$ cat src/rtl/dout_pkg.sv
// Shared types and defaults for the ADC dout transmit path.
package dout_pkg;

   typedef enum logic [1:0] {ST_IDLE, ST_DRDY, ST_SHIFT, ST_GAP} state_t;

   localparam int DATA_W_DEF = 24;
   localparam int N_CH       = 2;
   localparam int FRAME_BITS = N_CH * DATA_W_DEF;

endpackage

$ cat src/rtl/dclk_gen.sv
// Half-period timer for dclk: strobes every CLK_DIV cycles while enabled and
// holds the registered dclk level. Counter and level clear when disabled.
module dclk_gen #(
   parameter int CLK_DIV = 4
) (
   input  logic clk_i,
   input  logic reset_ni,
   input  logic i_en,
   input  logic i_tgl_en,
   output logic o_half_tick,
   output logic o_dclk
);

   localparam int CW = (CLK_DIV > 1) ? $clog2(CLK_DIV) : 1;

   logic [CW-1:0] r_cnt;
   logic          r_dclk;

   assign o_half_tick = i_en && (r_cnt == CW'(CLK_DIV - 1));
   assign o_dclk      = r_dclk;

   always_ff @(posedge clk_i or negedge reset_ni) begin
      if (!reset_ni) begin
         r_cnt  <= '0;
         r_dclk <= 1'b0;
      end else if (!i_en) begin
         r_cnt  <= '0;
         r_dclk <= 1'b0;
      end else begin
         r_cnt <= o_half_tick ? '0 : r_cnt + 1'b1;
         if (o_half_tick && i_tgl_en)
            r_dclk <= ~r_dclk;
      end
   end

endmodule

$ cat src/rtl/dout_writer.sv
// ADC-style serial transmitter: drdy strobe, then ch1/ch2 shifted MSB first on
// dclk, then an idle gap before the next start is accepted.
module dout_writer
   import dout_pkg::*;
#(
   parameter int CLK_DIV    = 4,
   parameter int DATA_W     = DATA_W_DEF,
   parameter int GAP_CYCLES = 8
) (
   input  logic              clk_i,
   input  logic              reset_ni,
   input  logic              start_i,
   input  logic [DATA_W-1:0] ch1_i,
   input  logic [DATA_W-1:0] ch2_i,
   output logic              busy_o,
   output logic              done_o,
   output logic              overrun_o,
   output logic              drdy_o,
   output logic              dclk_o,
   output logic              dout_o
);

   localparam int FB = N_CH * DATA_W;
   localparam int BW = $clog2(FB);
   localparam int GW = $clog2(GAP_CYCLES + 1);

   state_t        r_state;
   logic [FB-1:0] r_sr;
   logic [BW-1:0] r_bit_cnt;
   logic [GW-1:0] r_gap_cnt;
   logic          r_drdy_half;
   logic          r_busy, r_done, r_ovr, r_drdy;

   logic w_half_tick, w_dclk, w_en, w_tgl_en, w_last;

   assign w_last = (r_bit_cnt == BW'(FB - 1));
   assign w_en   = (r_state == ST_DRDY) || (r_state == ST_SHIFT);
   // dclk rises as DRDY ends; it must not rise again after the last low half.
   assign w_tgl_en = ((r_state == ST_DRDY) && r_drdy_half) ||
                     ((r_state == ST_SHIFT) && !(w_last && !w_dclk));

   dclk_gen #(.CLK_DIV(CLK_DIV)) u_dclk_gen (
      .clk_i       (clk_i),
      .reset_ni    (reset_ni),
      .i_en        (w_en),
      .i_tgl_en    (w_tgl_en),
      .o_half_tick (w_half_tick),
      .o_dclk      (w_dclk)
   );

   always_ff @(posedge clk_i or negedge reset_ni) begin
      if (!reset_ni) begin
         r_state     <= ST_IDLE;
         r_sr        <= '0;
         r_bit_cnt   <= '0;
         r_gap_cnt   <= '0;
         r_drdy_half <= 1'b0;
         r_busy      <= 1'b0;
         r_done      <= 1'b0;
         r_ovr       <= 1'b0;
         r_drdy      <= 1'b0;
      end else begin
         r_done <= 1'b0;
         r_ovr  <= start_i && r_busy;
         case (r_state)
            ST_IDLE: if (start_i) begin
               r_sr        <= {ch1_i, ch2_i};
               r_bit_cnt   <= '0;
               r_drdy_half <= 1'b0;
               r_busy      <= 1'b1;
               r_drdy      <= 1'b1;
               r_state     <= ST_DRDY;
            end
            ST_DRDY: if (w_half_tick) begin
               if (r_drdy_half) begin
                  r_drdy  <= 1'b0;
                  r_state <= ST_SHIFT;
               end else begin
                  r_drdy_half <= 1'b1;
               end
            end
            ST_SHIFT: if (w_half_tick) begin
               // Data moves on the falling half; the bit index advances at period end.
               if (w_dclk) begin
                  if (!w_last)
                     r_sr <= {r_sr[FB-2:0], 1'b0};
               end else if (w_last) begin
                  r_sr      <= '0;
                  r_gap_cnt <= '0;
                  r_done    <= 1'b1;
                  r_state   <= ST_GAP;
               end else begin
                  r_bit_cnt <= r_bit_cnt + 1'b1;
               end
            end
            ST_GAP: begin
               if (r_gap_cnt == GW'(GAP_CYCLES - 1)) begin
                  r_busy  <= 1'b0;
                  r_state <= ST_IDLE;
               end else begin
                  r_gap_cnt <= r_gap_cnt + 1'b1;
               end
            end
            default: r_state <= ST_IDLE;
         endcase
      end
   end

   assign busy_o    = r_busy;
   assign done_o    = r_done;
   assign overrun_o = r_ovr;
   assign drdy_o    = r_drdy;
   assign dclk_o    = w_dclk;
   assign dout_o    = r_sr[FB-1];

endmodule

$ cat config.mk
export PLATFORM = sky130hd
export DESIGN_NAME = dout_writer
export DESIGN_NICKNAME = d
export VERILOG_FILES = /design/src/rtl/dout_pkg.sv /design/src/rtl/dclk_gen.sv /design/src/rtl/dout_writer.sv
export SDC_FILE = /design/constraint.sdc
export NUM_CORES = 1
export LEC_CHECK = 0
export CORE_MARGIN = 2
export CORE_UTILIZATION = 30
export DETAILED_ROUTE_END_ITERATION = 16
export GPL_TIMING_DRIVEN = 0
export HOLD_SLACK_MARGIN = 0.03
export PLACE_DENSITY = 0.64
export SETUP_SLACK_MARGIN = 0.4
export SKIP_CTS_REPAIR_TIMING = 1
export SYNTH_ARGS = -nofsm -noshare
export SYNTH_HDL_FRONTEND = slang
export SYNTH_SLANG_ARGS = --single-unit
$ cat constraint.sdc
create_clock -name clk_i -period 2 [get_ports clk_i]
set_clock_uncertainty 0.05 [all_clocks]
set_input_delay 0.4 -clock clk_i [delete_from_list [all_inputs] [get_ports clk_i]]
set_output_delay 0.4 -clock clk_i [all_outputs]
set_load 0.005 [all_outputs]
==> out/qor.txt <==
Status -> finished, violations left
Failing checks -> setup timing
Clk buf depth -> 2
Synth async-reset ratio -> 100%
Routed Wire Length -> 7.89 mm
Mapped Cells -> 286
Area leader, netlist -> dfrtp_1
Reg2reg path depth -> 10
Peak supply drop -> 521 uV
Synth Flop Type -> dfrtp_1
Worst Path Arrival -> 2290 ps
Hold Crit Class -> in -> async
Buffers added on ports -> 56
ANT cells -> 0
Fin crit period -> 2110 ps
#FFs+latches synth -> 68
CP required -> 2180 ps
Area of the mapped netlist -> 3300 um^2
CP endpoint kind -> flop
Fin. Hold Viols -> 0
Setup ws final -> -106 ps
Die H -> 109 um
I/O pins -> 57
Overall Global Routing Usage -> 13.1%
Max_slew headroom -> 41.2%
Fmax -> 475 MHz
R2R Path End -> r_sr[31]
CORE AREA -> 10800 um^2
Synth area leaders -> dfrtp_1 (52%), a22o_1 (13%), a21o_1 (11%), ha_1 (2.7%), a21oi_1 (1.7%)
Total number of vias -> 2667
H-tree Lvls -> 3
Die area -> 11800 um^2
Clk_lat worst skew -> 340 ps
Setup TNS -> -1810 ps
DRT iter0 DRCs -> 189
Crit path launch type -> flop
Max-Cap Viols -> 0
Initial antenna violation count -> 0
Max-slew violations -> 0
Initial Util -> 30.5%
CTS tree -> yes
Largest net degree at the start of global routing -> 69
Yosys top cell area share -> 51.6%
Post-DR wirelength/cell -> 15.1 um
Setup-failing EPs final -> 29
R2R Setup Slk -> -110 ps
Die width -> 109 um
Leak Pwr -> 0.00239 uW
Share of layout cells above drive strength 1 -> 23.2%
Drt pass-1 iters -> 4
CTS Sinks -> 68
Warnings from Yosys -> 0
Pwr dens -> 1490 nW/um^2
Gr ovfl total -> 0
Vias/cell -> 5.10
Root Buffer Master -> clkbuf_8
Worst-margin pin slew -> 882 ps
# nets final -> 437
Inst Count DP -> 482
Pwr Total -> 7150 uW
Sequential share of the synthesized area -> 51.6%
R2R Path Start -> r_state[0]
Vias in the first global route -> 2632
DRC viols -> 0
First-pass GRT wire length -> 12.1 mm
ANT nets after route -> 0
Crit share post-route -> 105%
Distinct cell type count after synthesis -> 43
Fin cells -> 523
Area Overhead vs Synth -> 45.3%
Critical path fanouts, max -> 6
Post-detail-place hpwl -> 4.87 mm
Global placement routability congestion -> 0.807
Synthesized net count -> 344
CTS buffer count -> 9
Clock slew at reported path FFs -> 80 ps
CP Class -> reg -> reg
Top-count cell post-synth -> dfrtp_1
Top post-synthesis cells by count -> dfrtp_1 (68), a22o_1 (50), a21o_1 (48)
Row count -> 38
Number of synthesized flops with an enable pin -> 0
Syn_area_per_cell -> 11.5 um^2
RSZ-0062 raised after global routing -> yes
-- kinds of logic after synthesis --
family	Yosys count	synth area share, %
muxes	5	1.75
and+or+nand+nor	45	7.74
DFF	68	51.6
adders and majority gates	7	2.66
AOI/OAI and AO/OA	131	31.1
buffers and inverters	30	5.16
-- state kept, by name (all words and copies together), names as in the netlist --
register and flops:
done_o 1, r_drdy_half 1, r_state 2, r_sr 48, overrun_o 1, u_dclk_gen.o_dclk 1
u_dclk_gen.r_cnt 2, drdy_o 1, busy_o 1, r_gap_cnt 4, r_bit_cnt 6
-- per-layer routing --
layer / up-vias / track usage, % / share of wire (%)
met5: - / 0 / 0
met4: 0 / 4.85 / 1.7
met3: 12 / 3.77 / 4.2
met2: 45 / 21.1 / 49
met1: 1337 / 16.7 / 45
li1: 1273 / - / -
-- final cells by class --
class	instances	area, um^2
buffer	21	221
clock buffer	9	124
clock inverter	6	138
fill	1017	6010
inverter	9	33.8
multi-input combinational	188	1550
sequential	68	1700
tap	140	175
timing repair buffer	82	840
-- power by group --
group	internal, uW	leakage (uW)	total [uW]	switching [uW]
Sequential	1980	0.000855	2360	381
Combinational	1870	0.00140	3290	1420
Clock	952	0.000129	1500	548
Total	4810	0.00239	7150	2350
-- worst max-delay path by stage --
stage | from | end | slack [ps] | cells after the start
after floorplan | r_state[1] | r_sr[30] | -9 | 9
after global placement | reset_ni | r_sr[6] | -1940 | 1
after detailed placement | start_i | r_bit_cnt[3] | -380 | 5
after CTS | r_state[1] | r_bit_cnt[3] | -230 | 7
after global routing | r_state[0] | r_sr[31] | -160 | 10
final | r_state[0] | r_sr[31] | -110 | 10
-- through the flow --
| stage | instance area [um^2] | utilization (%) | hold slack, ps | worst slack, ps |
|---|---|---|---|---|
| 6_report | 4790 | 44.4 | 122 | -106 |
| 5_1_grt | 4790 | 44.4 | 199 | -157 |
| 4_1_cts | 4340 | 40.2 | 168 | -228 |
| 3_5_place_dp | 4080 | 37.8 | 384 | -380 |
| 3_3_place_gp | 4080 | 37.8 | 377 | -1940 |
| 2_1_floorplan | 3350 | - | 54.4 | -9.02 |
-- worst max-delay path, cell delays in order, from the launching register on --
cell	delay, ps
dfrtp_1	390
inv_2	80
ha_4	150
buf_6	120
mux2_4	290
and2_4	160
buf_6	130
buf_12	130
clkbuf_16	140
a22o_1	200
a21o_1	150
-- placed cells by master, fill, tap and decap left out, types with 4 or more instances in the layout --
cell type        count
dfrtp_1             66
a22o_1              50
clkdlybuf4s50_1     49
a21o_1              48
buf_4               22
buf_6               14
nand3_1              9
a21oi_1              9
clkbuf_8             9
nand2_1              8
inv_1                6
dlymetal6s2s_1       6
o21ai_0              5
nand4_1              4
ha_1                 4
bufinv_16            4
(Power assumes the default switching activity.)
